<file path="src/rtl/dmux_pkg.sv">
// Shared constants for the two-channel stream demultiplexer.
// Holds the default word width, the fixed queue depth and the channel select encodings.
package dmux_pkg;

  localparam int DMUX_WIDTH = 16;
  localparam int DMUX_DEPTH = 2;

  localparam logic SEL_A = 1'b0;
  localparam logic SEL_B = 1'b1;

endpackage

</file>
<file path="src/rtl/dmux_fifo2.sv">
// Two-entry queue with a 2-bit occupancy counter and 1-bit wrapping read/write pointers.
// push/pop are ignored when the queue is full/empty; head reads 0 while empty.
module dmux_fifo2
  import dmux_pkg::*;
#(
  parameter int WIDTH = DMUX_WIDTH,
  parameter int DEPTH = DMUX_DEPTH
) (
  input  logic             clk,
  input  logic             rst_n,
  input  logic             push,
  input  logic [WIDTH-1:0] push_data,
  input  logic             pop,
  output logic             full,
  output logic             empty,
  output logic [WIDTH-1:0] head
);

  localparam logic [1:0] FULL_CNT = 2'(DEPTH);

  logic [WIDTH-1:0] mem_q [2];
  logic [WIDTH-1:0] mem_d [2];
  logic             wr_ptr_q, wr_ptr_d;
  logic             rd_ptr_q, rd_ptr_d;
  logic [1:0]       count_q, count_d;
  logic             push_ok;
  logic             pop_ok;

  assign full  = (count_q == FULL_CNT);
  assign empty = (count_q == 2'd0);
  assign head  = empty ? '0 : mem_q[rd_ptr_q];

  always_comb begin
    mem_d    = mem_q;
    wr_ptr_d = wr_ptr_q;
    rd_ptr_d = rd_ptr_q;
    count_d  = count_q;
    push_ok  = push && !full;
    pop_ok   = pop && !empty;

    if (push_ok) begin
      mem_d[wr_ptr_q] = push_data;
      wr_ptr_d        = ~wr_ptr_q;
    end
    if (pop_ok) begin
      rd_ptr_d = ~rd_ptr_q;
    end

    // Push and pop together keep occupancy unchanged.
    case ({push_ok, pop_ok})
      2'b10:   count_d = count_q + 2'd1;
      2'b01:   count_d = count_q - 2'd1;
      default: count_d = count_q;
    endcase
  end

  always_ff @(posedge clk) begin
    if (!rst_n) begin
      mem_q[0] <= '0;
      mem_q[1] <= '0;
      wr_ptr_q <= 1'b0;
      rd_ptr_q <= 1'b0;
      count_q  <= 2'd0;
    end else begin
      mem_q    <= mem_d;
      wr_ptr_q <= wr_ptr_d;
      rd_ptr_q <= rd_ptr_d;
      count_q  <= count_d;
    end
  end

endmodule

</file>
<file path="src/rtl/dmux_stream.sv">
// Routes an input stream word to one of two 2-entry output queues selected by in_sel.
// Handshake: a transfer happens on a rising edge where valid=1 and ready=1; ready never depends on valid.
module dmux_stream
  import dmux_pkg::*;
#(
  parameter int WIDTH = DMUX_WIDTH,
  parameter int DEPTH = DMUX_DEPTH
) (
  input  logic             clk,
  input  logic             rst_n,
  input  logic [WIDTH-1:0] in_data,
  input  logic             in_sel,
  input  logic             in_valid,
  output logic             in_ready,
  output logic [WIDTH-1:0] a_data,
  output logic             a_valid,
  input  logic             a_ready,
  output logic [WIDTH-1:0] b_data,
  output logic             b_valid,
  input  logic             b_ready
);

  logic a_full, a_empty, b_full, b_empty;
  logic push_a, push_b, pop_a, pop_b;
  logic in_fire;

  // Fullness is taken before any same-cycle pop, so a full queue blocks input even while draining.
  assign in_ready = (in_sel == SEL_B) ? !b_full : !a_full;
  assign in_fire  = in_valid && in_ready;
  assign push_a   = in_fire && (in_sel == SEL_A);
  assign push_b   = in_fire && (in_sel == SEL_B);

  assign a_valid  = !a_empty;
  assign b_valid  = !b_empty;
  assign pop_a    = a_valid && a_ready;
  assign pop_b    = b_valid && b_ready;

  dmux_fifo2 #(.WIDTH(WIDTH), .DEPTH(DEPTH)) u_fifo_a (
    .clk       (clk),
    .rst_n     (rst_n),
    .push      (push_a),
    .push_data (in_data),
    .pop       (pop_a),
    .full      (a_full),
    .empty     (a_empty),
    .head      (a_data)
  );

  dmux_fifo2 #(.WIDTH(WIDTH), .DEPTH(DEPTH)) u_fifo_b (
    .clk       (clk),
    .rst_n     (rst_n),
    .push      (push_b),
    .push_data (in_data),
    .pop       (pop_b),
    .full      (b_full),
    .empty     (b_empty),
    .head      (b_data)
  );

endmodule

</file>
<file path="config.mk">
export PLATFORM = sky130hd
export DESIGN_NAME = dmux_stream
export DESIGN_NICKNAME = d
export VERILOG_FILES = /design/src/rtl/dmux_pkg.sv /design/src/rtl/dmux_fifo2.sv /design/src/rtl/dmux_stream.sv
export SDC_FILE = /design/constraint.sdc
export NUM_CORES = 1
export LEC_CHECK = 0
export CAP_MARGIN = 30
export CORE_UTILIZATION = 45
export DETAILED_ROUTE_END_ITERATION = 7
export PLACE_DENSITY = 0.7
export SLEW_MARGIN = 30
export SYNTH_ARGS = -nofsm -noshare
export SYNTH_HDL_FRONTEND = slang
export SYNTH_SLANG_ARGS = --single-unit
</file>
<file path="constraint.sdc">
create_clock -name clk -period 3.13 [get_ports clk]
set_input_delay 0.626 -clock clk [delete_from_list [all_inputs] [get_ports clk]]
set_output_delay 0.626 -clock clk [all_outputs]
set_load 0.05 [all_outputs]
</file>
== Word-level counts from Yosys, hierarchy flattened ==
Cells that the tools add are included.

* Multiply operators: 0
* Divide/modulo/power cells: 0
* Equality and inequality tests: 6
* Add/sub/neg operators: 4
* Bitwise logic cells: 9
* Multiplexer cells: 17
* Reduce and logical (&&, ||, !) cells: 19
* Shift operators: 0
* Order comparisons: 6

{| class="wikitable"
|+ Operators with widths
! kind !! number
|-
| $mux W16 || 10
|-
| $bwmux W32 || 2
|-
| $demux W16 S1 || 2
|-
| $logic_and A1 B1 Y1 || 11
|-
| $eq A2 B2 Y1 const B || 4
|-
| $ge A2 B2 Y1 const B || 4
|-
| $not A1 Y2 || 4
|-
| $pmux W2 S2 || 2
|-
| $not A1 Y1 || 5
|-
| $add A2 B1 Y2 const B || 2
|-
| $eq A2 B1 Y1 const B || 2
|-
| $logic_not A1 Y1 || 4
|-
| $logic_not A2 Y1 || 2
|-
| $lt A2 B1 Y1 const B || 2
|-
| $reduce_bool A2 Y1 || 2
|-
| $sub A2 B1 Y2 const B || 2
|-
| $mux W1 || 1
|}

* Logic and storage cells: 71
* Bits in writable memories: 0
* Latch bits: 0
* Output and inout port bits: 35
* Register bits: 72
* Memory bits (read-only): 0
* Memories: 0

== Depth between registers and ports, before layout ==
* Word-level depth: 8
* Gate-level depth with buffers: 7
* Mapped depth without buffers: 6

== Modules after synthesis ==
Synthesis repeated with hierarchy kept, for this count alone.

* Cell total of the unflattened synthesis: 369
* Area, all modules: 3321.9 sq um

{| class="wikitable"
|+ Modules (own cells, without submodules)
! module !! cells an instance !! area an instance (sq um) !! times used
|-
| dmux_fifo2 || 181 || 1637.8 || 2
|-
| dmux_stream || 7 || 46.3 || 1
|}

== Worst setup path before layout ==
OpenSTA, ideal clock, no wires.

* Kind: reg2out
* Start point: reg u_fifo_a.rd_ptr_q
* End point: out a_data[0]
* Stages on the path, launching flop included: 5
* Arrival time: 1.529 ns
* Path slack: 0.975 ns
* Required time: 2.504 ns
* Path buffers: 2
* Path through: dfxtp_1 > buf_2 > buf_2 > mux2i_1 > nor2_1

* Longest elaborated chain between the ends: 5

{| class="wikitable"
|+ Ends and longest elaborated chain
! what !! RTL line !! RTL
|-
| start, declared || dmux_fifo2.sv:24 || <nowiki>logic rd_ptr_q, rd_ptr_d;</nowiki>
|-
| start signal, assigned || dmux_fifo2.sv:67 || <nowiki>rd_ptr_q <= rd_ptr_d;</nowiki>
|-
| $not A1 Y2 (not written as such) || dmux_fifo2.sv:31 || <nowiki>assign head = empty ? '0 : mem_q[rd_ptr_q];</nowiki>
|-
| $mux W16 (not written as such) (3 in a row) || dmux_fifo2.sv:31 ||
|-
| $mux W16 || dmux_fifo2.sv:31 ||
|-
| end, declared || dmux_stream.sv:15 || <nowiki>output logic [WIDTH-1:0] a_data,</nowiki>
|}

No other way between the ends. The select of a mux whose other input is x is not followed.

== Worst setup path after layout ==
* Start point: reg u_fifo_b.rd_ptr_q
* End point: out b_data[4]

* Longest elaborated chain between the ends: 5

{| class="wikitable"
|+ Ends and longest elaborated chain
! what !! RTL line !! RTL
|-
| start, declared || dmux_fifo2.sv:24 ||
|-
| start signal, assigned || dmux_fifo2.sv:67 ||
|-
| $not A1 Y2 (not written as such) || dmux_fifo2.sv:31 ||
|-
| $mux W16 (not written as such) (3 in a row) || dmux_fifo2.sv:31 ||
|-
| $mux W16 || dmux_fifo2.sv:31 ||
|-
| end, declared || dmux_stream.sv:18 || <nowiki>output logic [WIDTH-1:0] b_data,</nowiki>
|}

No other way between the ends. The select of a mux whose other input is x is not followed.

==> results.toml <==
[synth]
synth_edf_count = 0
yosysMostFrequentCell = "mux2i_1"
synthTopCellsByArea = "dfxtp_1 (44%), mux2i_1 (29%), nand2_1 (9.4%), nor2_1 (4.0%), xnor2_1 (1.6%)"
yosysSeqAreaShare = 0.440
synth_top_area_frac = 0.440
synthCells = 346
synthesis.area_mm2 = 0.00328
ys_types = 28
ys_seq_elements = 72
ys_async_sr_fraction = 0
synthesis.yosys.warnings = 0
synth_nets = 370
synth.avg_cell_area_um2 = 9.48
yosys.area.top_type = "dfxtp_1"
synth_ff_type = "dfxtp_1"
ys_top_cells_by_count = "mux2i_1 (96), nand2_1 (82), dfxtp_1 (72), nor2_1 (35), clkbuf_1 (9)"

[placement]
gp_congestion = 0.711
hpwl_um = 4610
placed_cells = 484
post_dp_cell_area_mm2 = 0.00389
place.port_buffers = 56
post-place-ws_ps = 731

[clocking]
cts_tree = "built"
clockBufferDepth = 2
cts_max_level = 3
cts-resized-gates = 0
cts_setup_buffers = 0
clock_sinks = 72
holdBufCountCts = 0
clkLatencyLatePin_ps = 340
cts_buffers = 9
cts.clk_slew.worst_paths_ps = 80
cts_root_buf = "clkbuf_8"

[routing]
via_per_inst = 4.91
vias = 2454
drt_iter0_markers = 100
wl_um = 6960
drc = 0
dr.pass1.iters = 4
ant_nets = 0
wl_per_cell_um = 13.9

[sta]
hold_viol_final = 0
setup_viol = 0
rsz0062_at_grt = "no"
slew_headroom = 0.585
layout_setup_ws_ps = 423
fin_worst_skew_ps = 5.88
drv_slew = 0
period_minus_slack_ps = 2710
timing.fmax_ghz = 0.369
fin_crit_sh = 0.865
worstMarginPinSlew_ps = 621
fin_setup_tns_ps = 0

[grt]
grt_usage = 0.198
grt_pass1_wl_um = 11400
grt_overflow_total = 0
grt_pass1_vias = 2348
antenna_found_initial = 0
grt_max_degree = 65

[floorplanning]
ios = 57
fp-row-count = 30
fp.dieW_um = 87.4
die-area_mm2 = 0.00763
start_util = 0.475
core_mm2 = 0.00691
fp.dieH_um = 87.4

[final_layout]
fin_util = 0.597
stdcell_area_mm2 = 0.00413
syn2layout_area_growth_pct = 25.8
fillCellCount = 652
drive_above_1_share = 0.0842
fin_cells = 500
antennaDiodeCount = 0
multi_input_comb_area_mm2 = 0.00168
nets = 423
regArea_mm2 = 0.00144

[critical_path]
worstPathRequired_ps = 2500
critPathLaunchType = "flop"
cp_max_fo = 10
crit_arrival_ps = 2080
crit_type = "reg2out"
worstSetupEndpointType = "primary output"

[pwr]
ir_drop_v = 0.000275
p_leak_nw = 1.69
power_density_mw_per_mm2 = 709

[outcome]
outcome = "finished, final reports clean"

[job]
cap_viol_max_count = 0

[worst_hold_path]
hold_class = "reg2reg"
flip-flops by register name, indices dropped and copies added, names as in the netlist:
signal             cells
u_fifo_b.count_q       2
u_fifo_b.mem_q        32
u_fifo_a.count_q       2
u_fifo_a.wr_ptr_q      1
u_fifo_a.rd_ptr_q      1
u_fifo_b.wr_ptr_q      1
u_fifo_a.mem_q        32
u_fifo_b.rd_ptr_q      1
per-layer routing:
metal	GRT usage	wire length (um)	up-vias	part of all wire
met5	0	0	-	0
met4	0.0671	107	0	0.015
met3	0.0464	257	10	0.037
met2	0.317	3130	57	0.45
met1	0.262	3460	1139	0.50
li1	-	-	1248	-
per-stage QoR:
stage | power, mW | hold WS, ps
after CTS | 2.96 | 459
after global placement | 2.08 | 443
after global routing | 3.06 | 474
after floorplan | 1.79 | 434
final | 2.93 | 459
after detailed placement | 2.10 | 447
where the power goes:
part	internal, mW	leakage [nW]	switching [mW]
sequential	0.996	0.585	0.0684
clock	0.514	0.115	0.345
combinational	0.388	0.986	0.617
total	1.90	1.69	1.03
worst max-delay path, stage by stage (launching register included):
cell             delay (ps)
dfxtp_1                 450
buf_4                   280
mux2i_1                 100
nor2_1                  100
clkdlybuf4s50_1         810
path summary, 6_finish.rpt:
kind,depth (start not counted),to,slack (ps),start
worst max-delay path,4,b_data[4],420,u_fifo_b.rd_ptr_q
worst min-delay path,2,u_fifo_a.mem_q[24],460,u_fifo_a.mem_q[24]
worst max register to register,5,u_fifo_a.count_q[1],1410,u_fifo_a.count_q[0]
worst min register to register,2,u_fifo_a.mem_q[24],460,u_fifo_a.mem_q[24]
logic make-up after synthesis:
group           after synthesis  synth area share
flops                        72             0.440
fa+ha+maj                     2           0.00763
mux                          96             0.293
xor+xnor                      6            0.0160
simple gates                132             0.173
buf+inv                      27            0.0496
compound gates               11            0.0214
cell usage in the layout (no fill, tap or decap), drive strengths merged:
cell,n
buf,13
inv,4
o21a,3
or3,2
ha,2
a21oi,1
a21boi,3
nand4,1
nand3,2
bufinv,2
dfxtp,72
clkinvlp,2
xnor2,6
and2,4
and3b,1
nor2,35
nor3,1
mux2i,96
o21ai,4
nor2b,2
clkbuf,12
clkdlybuf4s50,52
nand2,82
nand2b,2
cell type report:
| class | count | share of cell area |
|---|---|---|
| clock inverter | 4 | 0.0182 |
| inverter | 4 | 0.00364 |
| timing repair buffer | 65 | 0.152 |
| tap | 96 | 0.0291 |
| multi-input combinational | 247 | 0.408 |
| clock buffer | 12 | 0.0400 |
| sequential | 72 | 0.349 |
Power figures use the tool's default switching activity.
